==> src/rtl/lsu_pkg.sv <==
// Shared types and helpers for the load/store unit: access sizes, FSM states
// and the misalignment rule used when LSU_MISALIGN_TRAP_EN is defined.
package lsu_pkg;

  localparam int WORD_W = 32;

  typedef enum logic [1:0] {
    SZ_BYTE = 2'b00,
    SZ_HALF = 2'b01,
    SZ_WORD = 2'b10
  } size_e;

  typedef enum logic [1:0] {
    ST_IDLE = 2'b00,
    ST_RD   = 2'b01,
    ST_WR   = 2'b10,
    ST_RESP = 2'b11
  } lsu_state_e;

  // The reserved encoding 2'b11 behaves exactly like a word access.
  function automatic size_e decode_size(input logic [1:0] raw);
    case (raw)
      2'b00:   return SZ_BYTE;
      2'b01:   return SZ_HALF;
      default: return SZ_WORD;
    endcase
  endfunction

  function automatic logic is_misaligned(input size_e size, input logic [1:0] offset);
    case (size)
      SZ_BYTE: return 1'b0;
      SZ_HALF: return offset[0];
      default: return (offset != 2'b00);
    endcase
  endfunction

endpackage

==> src/rtl/lsu_align.sv <==
// Byte-lane steering for the LSU: merges store data into a fetched word and
// extracts/extends load data. Misaligned offsets are aligned down here.
module lsu_align
  import lsu_pkg::*;
(
  input  logic [WORD_W-1:0] word,
  input  logic [WORD_W-1:0] wdata,
  input  size_e             size,
  input  logic [1:0]        offset,
  input  logic              zero_ext,
  output logic [WORD_W-1:0] merged,
  output logic [WORD_W-1:0] rdata
);

  logic [1:0]        lane;
  logic [4:0]        shamt;
  logic [WORD_W-1:0] mask;
  logic [WORD_W-1:0] shifted;

  // Lane of the lowest byte touched; half and word drop the offending low bits.
  always_comb begin
    lane = 2'b00;
    case (size)
      SZ_BYTE: lane = offset;
      SZ_HALF: lane = {offset[1], 1'b0};
      default: lane = 2'b00;
    endcase
  end

  assign shamt = {lane, 3'b000};

  always_comb begin
    mask = '1;
    case (size)
      SZ_BYTE: mask = 32'h0000_00FF << shamt;
      SZ_HALF: mask = 32'h0000_FFFF << shamt;
      default: mask = '1;
    endcase
  end

  assign merged  = (word & ~mask) | ((wdata << shamt) & mask);
  assign shifted = word >> shamt;

  always_comb begin
    rdata = shifted;
    case (size)
      SZ_BYTE: rdata = {{24{~zero_ext & shifted[7]}}, shifted[7:0]};
      SZ_HALF: rdata = {{16{~zero_ext & shifted[15]}}, shifted[15:0]};
      default: rdata = shifted;
    endcase
  end

endmodule

==> src/rtl/lsu.sv <==
// Load/store unit: IDLE/RD/WR/RESP FSM driving a word-wide memory port.
// Build option LSU_MISALIGN_TRAP_EN turns misaligned accesses into error responses.
module lsu
  import lsu_pkg::*;
(
  input  logic              clk,
  input  logic              reset,
  input  logic              req_valid,
  output logic              req_ready,
  input  logic              req_we,
  input  logic [1:0]        req_size,
  input  logic              req_unsigned,
  input  logic [WORD_W-1:0] req_addr,
  input  logic [WORD_W-1:0] req_wdata,
  output logic              rsp_valid,
  output logic [WORD_W-1:0] rsp_rdata,
  output logic              rsp_err,
  output logic              mem_we,
  output logic [WORD_W-1:0] mem_addr,
  output logic [WORD_W-1:0] mem_wdata,
  input  logic [WORD_W-1:0] mem_rdata
);

  // Handshake: a request transfers on a rising edge where req_valid && req_ready;
  // req_ready is high only in IDLE. rsp_valid is a one-cycle pulse the core
  // must take as-is (no backpressure).

  lsu_state_e        state;
  lsu_state_e        state_next;

  logic              we_q;
  size_e             size_q;
  logic              zext_q;
  logic              err_q;
  logic [WORD_W-1:0] addr_q;
  logic [WORD_W-1:0] wdata_q;
  logic [WORD_W-1:0] word_q;

  logic              accept;
  logic              trap_req;
  size_e             req_size_dec;
  logic [WORD_W-1:0] merged;
  logic [WORD_W-1:0] load_data;

  assign req_size_dec = decode_size(req_size);
  assign accept       = req_valid && req_ready;

`ifdef LSU_MISALIGN_TRAP_EN
  assign trap_req = is_misaligned(req_size_dec, req_addr[1:0]);
`else
  assign trap_req = 1'b0;
`endif

  always_comb begin
    state_next = state;
    case (state)
      ST_IDLE: begin
        if (accept) begin
          if (trap_req)
            state_next = ST_RESP;
          else if (req_we && (req_size_dec == SZ_WORD))
            state_next = ST_WR;
          else
            state_next = ST_RD;
        end
      end
      ST_RD:   state_next = we_q ? ST_WR : ST_RESP;
      ST_WR:   state_next = ST_RESP;
      ST_RESP: state_next = ST_IDLE;
      default: state_next = ST_IDLE;
    endcase
  end

  always_ff @(posedge clk) begin
    if (reset) begin
      state   <= ST_IDLE;
      we_q    <= 1'b0;
      size_q  <= SZ_BYTE;
      zext_q  <= 1'b0;
      err_q   <= 1'b0;
      addr_q  <= '0;
      wdata_q <= '0;
      word_q  <= '0;
    end else begin
      state <= state_next;
      if (accept) begin
        we_q    <= req_we;
        size_q  <= req_size_dec;
        zext_q  <= req_unsigned;
        err_q   <= trap_req;
        addr_q  <= req_addr;
        wdata_q <= req_wdata;
      end
      if (state == ST_RD)
        word_q <= mem_rdata;
    end
  end

  lsu_align u_align (
    .word     (word_q),
    .wdata    (wdata_q),
    .size     (size_q),
    .offset   (addr_q[1:0]),
    .zero_ext (zext_q),
    .merged   (merged),
    .rdata    (load_data)
  );

  // Reset gates the strobe combinationally so an in-flight write is dropped.
  assign mem_we    = (state == ST_WR) && !reset;
  assign mem_addr  = {addr_q[WORD_W-1:2], 2'b00};
  assign mem_wdata = (state == ST_WR) ? merged : '0;

  assign req_ready = (state == ST_IDLE);
  assign rsp_valid = (state == ST_RESP);
  assign rsp_err   = rsp_valid && err_q;
  assign rsp_rdata = (rsp_valid && !we_q && !err_q) ? load_data : '0;

endmodule

==> config.mk <==
export PLATFORM = sky130hd
export DESIGN_NAME = lsu
export DESIGN_NICKNAME = d
export VERILOG_FILES = /design/src/rtl/lsu_pkg.sv /design/src/rtl/lsu_align.sv /design/src/rtl/lsu.sv
export SDC_FILE = /design/constraint.sdc
export NUM_CORES = 1
export LEC_CHECK = 0
export ABC_AREA = 1
export ABC_CLOCK_PERIOD_IN_PS = 2400
export CORE_MARGIN = 2
export CORE_UTILIZATION = 45
export CTS_CLUSTER_DIAMETER = 30
export DETAILED_ROUTE_END_ITERATION = 10
export PLACE_DENSITY = 0.84
export SYNTH_ARGS = -nofsm -noshare
export SYNTH_HDL_FRONTEND = slang
export SYNTH_SLANG_ARGS = --single-unit
==> constraint.sdc <==
create_clock -name clk -period 2.4 [get_ports clk]
set_input_delay 0.6 -clock clk [delete_from_list [all_inputs] [get_ports clk]]
set_output_delay 0.6 -clock clk [all_outputs]
set_load 0.1 [all_outputs]
==> impl_metrics.py, run 1 <==
metrics = {
    "status": {
        "status": "finished, violations left",
        "violations": "setup timing",
    },
    "placed_design": {
        "io_buffers": 199,
        "preCtsSetupSlack_ns": 0.07086,
        "hpwl_um": 14440,
        "place_congestion": 0.9397,
    },
    "power_and_ir_drop": {
        "power_density_nw_per_um2": 668.4,
        "p_leak_nw": 3.648,
        "ir_drop_mv": 0.5749,
    },
    "timing": {
        "fin_crit_sh": 1.135,
        "worst-slew-pin-transition_ns": 0.5253,
        "relSlewSlack": 0.6498,
        "tns_ns": -13.28,
        "fmax_mhz": 367.2,
        "fin_skew_ns": 0.008399,
        "hold_viol": 0,
        "maxSlewViolCount": 0,
        "whs_ns": 0.4861,
        "finalCriticalPeriod_ns": 2.724,
        "setup_violations": 64,
        "worst_slack_ns": -0.3237,
        "grt_setup_unrepaired": "yes",
    },
    "yosys": {
        "synth_cell_types": 32,
        "synth_common_cells": "o21ai_0 (161), nor2_1 (157), dfxtp_1 (102), nand2_1 (88), a21oi_1 (79)",
        "yosysSeqAreaShare": 0.3742,
        "synth_edf_count": 0,
        "syn_inst": 824,
        "ys.warnings.count": 0,
        "ys_async_sr_fraction": 0,
        "yosys.area.top_type": "dfxtp_1",
        "synth_area_leaders": "dfxtp_1 (37%), o21ai_0 (15%), nor2_1 (11%), a21oi_1 (7.2%), nand2_1 (6.1%)",
        "synth_top_cell_area_share": 0.3742,
        "synth.most_common_cell": "o21ai_0",
        "syn-cell-area_um2": 5456,
        "synth_ff_type": "dfxtp_1",
        "ys_ff_latch": 102,
        "syn_area_per_cell_um2": 6.622,
    },
    "global_routing": {
        "grt_max_degree": 57,
        "grt.total_usage": 0.3060,
        "antenna_found_initial": 0,
        "grt_pass1_vias": 5935,
        "grt_pass1_wl_um": 31150,
        "overflow": 0,
    },
    "critical_path": {
        "reg2reg_to": "word_q[13]$_SDFFE_PP0N_",
        "startpoint_type": "flop",
        "r2r-start": "state[1]$_SDFFE_PP0P_",
        "crit_chain": "nor2_4 > nand2_4 > inv_6 > buf_12 > nand2_1 > nand3_1 > nand3_1 > a21oi_4 > buf_12",
        "slowest_stage": "dfxtp_4",
        "regToRegSetupSlack_ns": 0.52,
        "cpPeakStageDelay_ns": 0.36,
        "worstPathArrival_ns": 2.12,
        "critPathKind": "flop to output pin",
        "worst-path-max-fanout": 16,
        "cp-end-kind": "output pin",
        "critPathTopFamily": "simple AND/OR/NAND/NOR gates",
        "cp_num_buf_inv": 3,
        "ff2ff_path_depth": 6,
        "crit_required_ns": 1.80,
    },
    "job": {
        "drv_cap": 0,
    },
    "clocking": {
        "clk_path_buf_depth": 2,
        "cts_buffers": 9,
        "cts-root-buf": "clkbuf_16",
        "cts_tree": "built",
        "clkTransAtPathRegs_ns": 0.07,
        "cts.sinks": 102,
        "clk_latency_ns": 0.35,
        "htree_levels": 3,
    },
    "routing": {
        "drc": 0,
        "first_iter_violations": 794,
        "vias": 6533,
        "totalWireLength_um": 21360,
        "viasPerCell": 5.681,
        "drt_first_pass_iters": 7,
        "antenna_left": 0,
        "wire_per_inst_um": 18.58,
    },
    "floorplan": {
        "start_util": 0.4581,
        "die-area_um2": 13020,
        "die_y_um": 114.1,
        "placementRows": 40,
        "ios": 203,
        "die_w_um": 114.1,
        "placeableCoreArea_um2": 11910,
    },
    "cells_and_area": {
        "fin_nets": 1105,
        "area_growth_pct": 72.99,
        "num_antenna_cells": 0,
        "drive_gt1_frac": 0.3071,
    },
    "min_path": {
        "holdPathStages": 2,
        "hold_start": "addr_q[26]$_SDFFE_PP0P_",
        "hold_class": "flop to flop",
        "worst_hold_path.endpoint": "addr_q[26]$_SDFFE_PP0P_",
    },
}
## worst reg2reg max path, stage by stage (launching register included)
cell and delay, ns:
dfxtp_2 0.34, inv_1 0.11, ha_1 0.50, inv_1 0.08, buf_4 0.29, o21ai_0 0.33, a21oi_1 0.09
## power by group
part / switching, mW / internal [mW] / leakage, nW
Clock: 0.691 / 0.854 / 0.152
Combinational: 1.82 / 0.860 / 2.65
Sequential: 0.181 / 1.90 / 0.846
## cell families after synthesis
group,Yosys count,synth area share
multiplexers,2,0.003669
AND/OR/NAND/NOR,283,0.2114
other,1,0.0006873
buffers and inverters,160,0.1390
AO/OA/AOI/OAI,272,0.2619
flip-flops,102,0.3742
adder cells (fa/ha/maj),4,0.009173
## placed cells by master (no fill, tap or decap), drive strengths merged, types with 5 or more instances in the layout
| master | synthesis | final |
|---|---|---|
| a21oi | 79 | 79 |
| a31oi | 7 | 7 |
| buf | 52 | 146 |
| clkbuf | 36 | 10 |
| clkdlybuf4s50 | 0 | 102 |
| clkinvlp | 0 | 16 |
| dfxtp | 102 | 102 |
| inv | 70 | 57 |
| nand2 | 91 | 91 |
| nand3 | 29 | 30 |
| nor2 | 159 | 159 |
| o211ai | 12 | 12 |
| o21ai | 164 | 164 |
| o21bai | 5 | 5 |
## area by class of cell
cell class | count | area (µm²)
multi-input combinational | 565 | 3447
timing repair buffer | 248 | 3093
fill | 715 | 2472
sequential | 102 | 2056
inverter | 72 | 345.3
clock buffer | 10 | 239.0
tap | 147 | 183.9
clock inverter | 6 | 75.07
## per-stage QoR
step | utilization | std cells | power, mW | area (µm²)
2_1_floorplan | - | 826 | 3.783 | 6072
3_5_place_dp | 0.7220 | 1114 | 4.440 | 8600
4_1_cts | 0.7711 | 1139 | 6.105 | 9185
3_3_place_gp | 0.7220 | 1114 | 4.403 | 8600
5_1_grt | 0.7924 | 1150 | 6.539 | 9439
6_report | 0.7924 | 1150 | 6.309 | 9439
## layer usage
| layer | up-vias | global-route usage | part of all wire |
|---|---|---|---|
| met4 | 0 | 0.1276 | 0.049 |
| li1 | 3028 | - | - |
| met1 | 2921 | 0.3744 | 0.36 |
| met5 | - | 0 | 0 |
| met3 | 98 | 0.07941 | 0.11 |
| met2 | 486 | 0.5123 | 0.47 |
## worst max path at each step
stage	from	endpoint	depth (start not counted)
5_1_grt	size_q[1]$_SDFFE_PP0P_	rsp_rdata[20]	10
3_5_place_dp	size_q[0]$_SDFFE_PP0P_	rsp_rdata[14]	9
4_1_cts	size_q[1]$_SDFFE_PP0P_	mem_wdata[31]	10
3_3_place_gp	size_q[0]$_SDFFE_PP0P_	mem_wdata[29]	9
6_report	size_q[0]$_SDFFE_PP0P_	mem_wdata[25]	9
2_1_floorplan	addr_q[0]$_SDFFE_PP0P_	mem_wdata[13]	5
## what timing repair did
| action | in CTS | in global routing |
|---|---|---|
| resized for setup | 80 | 50 |
| hold buffers | 0 | 0 |
| setup buffers | 7 | 11 |
| endpoints found under the setup margin | 63 | 64 |
| gates cloned | 2 | 1 |
| pin swaps | 23 | 17 |
| hold endpoints to repair | 0 | 0 |
## registers in the layout, indices dropped and copies added (netlist names)
signal   cells
zext_q       1
wdata_q     32
word_q      32
we_q         1
addr_q      32
state        2
size_q       2
No activity file was read; power rests on OpenSTA's default activity.
==> run 2: changes to the inputs <==
ABC_CLOCK_PERIOD_IN_PS = 2500   (was 2400)
CORE_UTILIZATION = 41   (was 45)
PLACE_DENSITY = 0.81   (was 0.84)
SKIP_LAST_GASP = 1   (was not set)
SLEW_MARGIN = 10   (was not set)
clock period = 2.5 ns   (was 2.4 ns; I/O delays follow)
==> impl_metrics.py, run 2 (synthesis results as in run 1) <==
metrics = {
    "global_routing": {
        "gr-usage-met3": 0.08669,
        "use_met1": 0.3318,
        "antenna_found_initial": 1,
        "grt.total_usage": 0.2807,
        "overflow": 0,
        "grt_pass1_wl_um": 31570,
        "grt_max_degree": 99,
        "top_usage_layer": "met2",
        "grt_pass1_vias": 6130,
        "use_met2": 0.4637,
    },
    "cells_and_area": {
        "finalInstanceArea_um2": 9474,
        "layout_commonest_cell": "nor2_1",
        "drive_gt1_frac": 0.3127,
        "num_antenna_cells": 0,
        "top_regs": "addr_q x32, wdata_q x32, word_q x32",
        "final_cell_mix": "nor2_1 (146), o21ai_0 (123), clkdlybuf4s50_1 (102), dfxtp_1 (98), buf_12 (72)",
        "utilization": 0.7211,
        "area_growth_pct": 73.63,
        "fin_nets": 1106,
    },
    "power_and_ir_drop": {
        "ir_drop_mv": 0.4771,
        "p_leak_nw": 3.673,
        "power_density_nw_per_um2": 628.5,
    },
    "placed_design": {
        "io_buffers": 199,
        "hpwl_um": 14860,
        "placed_area_um2": 8593,
        "place_congestion": 1.021,
    },
    "timing": {
        "maxSlewViolCount": 0,
        "fin_crit_sh": 1.066,
        "fmax_mhz": 375.3,
        "worst_slack_ns": -0.1642,
        "hold_viol": 0,
        "setup_violations": 58,
        "fin_skew_ns": 0.006066,
        "grt_setup_unrepaired": "yes",
        "finalCriticalPeriod_ns": 2.664,
    },
    "clocking": {
        "clk_path_buf_depth": 2,
        "cts-root-buf": "clkbuf_16",
        "cts.sinks": 102,
        "hold_buffers": 0,
        "clk_latency_ns": 0.35,
        "htree_levels": 3,
        "cts_buffers": 9,
        "clkTransAtPathRegs_ns": 0.07,
        "cts_tree": "built",
    },
    "status": {
        "status": "finished, violations left",
        "violations": "setup timing",
    },
    "routing": {
        "wire_per_inst_um": 17.86,
        "drc": 0,
        "drt_first_pass_iters": 6,
        "vias": 6506,
        "viasPerCell": 5.514,
        "first_iter_violations": 783,
        "antenna_left": 0,
        "totalWireLength_um": 21070,
    },
    "critical_path": {
        "critPathKind": "flop to output pin",
        "ff2ff_path_depth": 7,
        "worst-path-max-fanout": 8,
        "cpPeakStageDelay_ns": 0.37,
        "slowest_stage": "dfxtp_4",
        "startpoint_type": "flop",
        "worstPathArrival_ns": 2.04,
        "cp-end-kind": "output pin",
        "crit_chain": "inv_1 > nand2_2 > o22ai_2 > buf_4 > nand2_1 > a21oi_4 > buf_12",
        "crit_required_ns": 1.88,
    },
    "floorplan": {
        "die_w_um": 119.4,
        "placementRows": 42,
        "die-area_um2": 14250,
        "ios": 203,
        "die_y_um": 119.4,
        "start_util": 0.4153,
        "placeableCoreArea_um2": 13140,
    },
    "min_path": {
        "hold_class": "flop to flop",
        "holdPathStages": 2,
    },
    "job": {
        "drv_cap": 0,
    },
}
-- run 2: cell types whose count changed in the layout (fill, tap and decap cells not counted), moves of 6 or more --
cell     previous run  this run
nand2_1            71        64
a21oi_2             2        13
nand2_2             8        14
o21ai_2            17         9
a21oi_4            33        25
-- run 2: final timing paths --
kind	from	end	slack, ns
max	size_q[1]$_SDFFE_PP0P_	mem_wdata[24]	-0.16
min	addr_q[14]$_SDFFE_PP0P_	addr_q[14]$_SDFFE_PP0P_	0.48
max reg2reg	state[1]$_SDFFE_PP0P_	word_q[10]$_SDFFE_PP0N_	0.67
min reg2reg	addr_q[14]$_SDFFE_PP0P_	addr_q[14]$_SDFFE_PP0P_	0.48
-- run 2: through the flow --
| stage | setup WS (ns) | total power, mW | hold slack [ns] | std cells | setup TNS (ns) |
|---|---|---|---|---|---|
| floorplan | -0.2508 | 3.613 | 0.4488 | 826 | -3.143 |
| CTS | -0.07527 | 5.773 | 0.4890 | 1173 | -2.005 |
| global placement | 0.1333 | 4.236 | 0.4623 | 1147 | 0 |
| finish | -0.1642 | 5.954 | 0.4832 | 1180 | -4.857 |
| detailed placement | 0.08356 | 4.270 | 0.4719 | 1147 | 0 |
| global route | -0.2232 | 6.197 | 0.5097 | 1180 | -8.595 |
-- run 2: layout make-up --
type | count | area, µm²
fillers | 973 | 3664
clock buffers | 10 | 239.0
inverters | 72 | 345.3
flip-flops and latches | 102 | 2049
well taps | 176 | 220.2
multi-input cells | 565 | 3502
clock inverters | 6 | 45.04
repair buffers | 249 | 3073
-- run 2: report_power, final --
group	total (mW)	switching [mW]	internal, mW
clock network	1.37	0.658	0.710
registers	2.00	0.179	1.83
logic	2.58	1.74	0.837
-- run 2: metal layers --
layer,routed length [µm],vias to the layer above
li1,-,3017
met1,7767,2999
met2,10020,417
met3,2397,73
met4,887,0
met5,0,-
-- run 2: worst max-delay path, delay by kind of cell (launching register included) --
kind | cells | cell delay, ns
and+or+nand+nor | 2 | 0.26
DFF | 1 | 0.37
buffers and inverters | 3 | 0.62
AOI/OAI and AO/OA | 2 | 0.43
-- run 2: repair_timing --
action,4_1_cts,5_1_grt
setup endpoints to repair,63,64
buffers inserted,9,6
cloned,1,1
gates resized for setup,86,65
pin swaps,23,16
==> run 3: changes to the inputs <==
ABC_CLOCK_PERIOD_IN_PS = 3050   (was 2500)
CORE_MARGIN = 4   (was 2)
CORE_UTILIZATION = 45   (was 41)
PLACE_DENSITY = 0.84   (was 0.81)
clock period = 3.05 ns   (was 2.5 ns; I/O delays follow)
==> impl_metrics.py, run 3 (synthesis results as in run 1) <==
metrics = {
    "critical_path": {
        "worst-path-max-fanout": 12,
        "cp_num_buf_inv": 5,
        "crit_required_ns": 2.29,
        "critPathTopFamily": "buffers and inverters",
        "slowest_stage": "dfxtp_1",
        "cp-startpoint": "addr_q[1]$_SDFFE_PP0P_",
        "reg2reg_to": "size_q[0]$_SDFFE_PP0P_",
        "cp-end-kind": "output pin",
        "ff2ff_path_depth": 7,
        "critPathKind": "flop to output pin",
        "r2r-start": "state[0]$_SDFFE_PP0P_",
        "regToRegSetupSlack_ns": 1.06,
        "cpPeakStageDelay_ns": 0.35,
        "startpoint_type": "flop",
        "crit_chain": "inv_1 > nor2_2 > inv_2 > nand2_2 > clkinvlp_4 > buf_4 > a21oi_2 > buf_12",
        "worstPathArrival_ns": 2.22,
    },
    "min_path": {
        "hold_start": "addr_q[9]$_SDFFE_PP0P_",
        "hold_class": "flop to flop",
        "worst_hold_path.endpoint": "addr_q[9]$_SDFFE_PP0P_",
        "holdPathStages": 2,
    },
    "power_and_ir_drop": {
        "power.switching_mw": 1.893,
        "finalPower_mw": 4.481,
        "power.internal_mw": 2.588,
        "power_frac_seq": 0.365,
        "p_comb_frac": 0.391,
        "ir_drop_mv": 0.3621,
        "p_leak_nw": 3.462,
        "switching_share": 0.4224,
        "power_density_nw_per_um2": 529.8,
        "clkPwrFrac": 0.243,
    },
    "routing": {
        "antenna_left": 0,
        "wire_per_inst_um": 17.05,
        "viasPerCell": 5.318,
        "first_iter_violations": 516,
        "drc": 0,
        "vias": 5951,
        "totalWireLength_um": 19080,
        "drt_first_pass_iters": 7,
    },
    "clocking": {
        "cts.sinks": 102,
        "htree_levels": 3,
        "cts-root-buf": "clkbuf_16",
        "clkTransAtPathRegs_ns": 0.07,
        "clk_path_buf_depth": 2,
        "clk_latency_ns": 0.34,
        "cts_buffers": 9,
        "cts_tree": "built",
        "hold_buffers": 0,
    },
    "global_routing": {
        "antenna_found_initial": 0,
        "grt_pass1_vias": 5635,
        "grt.total_usage": 0.2609,
        "grt_pass1_wl_um": 29520,
        "grt_max_degree": 99,
        "overflow": 0,
    },
    "floorplan": {
        "start_util": 0.4679,
        "die_w_um": 118.1,
        "die-area_um2": 13950,
        "ios": 203,
        "placeableCoreArea_um2": 11660,
        "placementRows": 39,
        "die_y_um": 118.1,
    },
    "cells_and_area": {
        "drive_gt1_frac": 0.2039,
        "nFillCells": 916,
        "num_antenna_cells": 0,
        "fin_nets": 1079,
        "stdcell_count": 1119,
        "layout_commonest_cell": "o21ai_0",
        "top_regs": "addr_q x32, wdata_q x32, word_q x32",
        "area_growth_pct": 54.99,
        "final_cell_mix": "o21ai_0 (160), nor2_1 (151), dfxtp_1 (102), clkdlybuf4s50_1 (102), nand2_1 (86)",
        "finalInstanceArea_um2": 8457,
    },
    "placed_design": {
        "io_buffers": 199,
        "dpl.cell_count": 1102,
        "hpwl_um": 14470,
        "placed_area_um2": 8127,
        "place_congestion": 0.9112,
    },
    "job": {
        "drv_cap": 0,
    },
    "timing": {
        "fmax_mhz": 335.2,
        "grt_setup_unrepaired": "yes",
        "whs_ns": 0.4853,
        "hold_viol": 0,
        "setup_violations": 0,
        "fin_crit_sh": 0.9782,
        "fin_skew_ns": 0.009313,
        "maxSlewViolCount": 0,
        "finalCriticalPeriod_ns": 2.984,
    },
    "status": {
        "status": "completed",
    },
}
## run 3: timing repair
action / in CTS / in global routing
resized for setup: 3 / 8
setup endpoints to repair: 22 / 31
setup buffers: 0 / 2
hold endpoints to repair: 0 / 0
## run 3: worst max-delay path by stage
stage	to	slack [ns]	depth (start not counted)
after global placement	mem_wdata[5]	0.37	7
after detailed placement	mem_wdata[5]	0.30	7
after global routing	mem_wdata[5]	-0.04	7
after floorplan	mem_wdata[30]	-0.36	8
after CTS	mem_wdata[22]	0.05	8
final	mem_wdata[5]	0.07	8
## run 3: routing by layer
| layer | up-vias | GRT usage | part of all wire |
|---|---|---|---|
| met3 | 60 | 0.04998 | 0.089 |
| met4 | 0 | 0.1172 | 0.045 |
| li1 | 2950 | - | - |
| met2 | 299 | 0.4234 | 0.47 |
| met1 | 2642 | 0.3367 | 0.40 |
| met5 | - | 0 | 0 |
## run 3: power by group through the flow
stage	combinational, mW	clock, mW	sequential, mW
after detailed placement	1.71	0	1.66
final	1.75	1.09	1.64
after floorplan	1.29	0	1.60
after global routing	1.87	1.16	1.65
after CTS	1.72	1.10	1.63
after global placement	1.70	0	1.65
## run 3: final cells by class
class                      instances  area [µm²]  share of cell area
tap                              143       178.9             0.02116
clock buffer                       9       225.2             0.02663
multi-input combinational        564        2914              0.3446
sequential                       102        2042              0.2415
clock inverter                     6       52.55            0.006214
inverter                          72       277.8             0.03285
timing repair buffer             223        2766              0.3271
## run 3: through the flow
step / TNS [ns] / worst slack [ns] / utilization
global placement: 0 / 0.3716 / 0.6968
finish: 0 / 0.06645 / 0.7251
floorplan: -2.868 / -0.3636 / -
CTS: 0 / 0.04864 / 0.7213
global route: -0.1502 / -0.03891 / 0.7251
detailed placement: 0 / 0.2984 / 0.6968
## run 3: worst min-delay path, delay by kind of cell (launching register included)
family / cells / cell delay (ns)
and+or+nand+nor: 2 / 0.12
DFF: 1 / 0.33
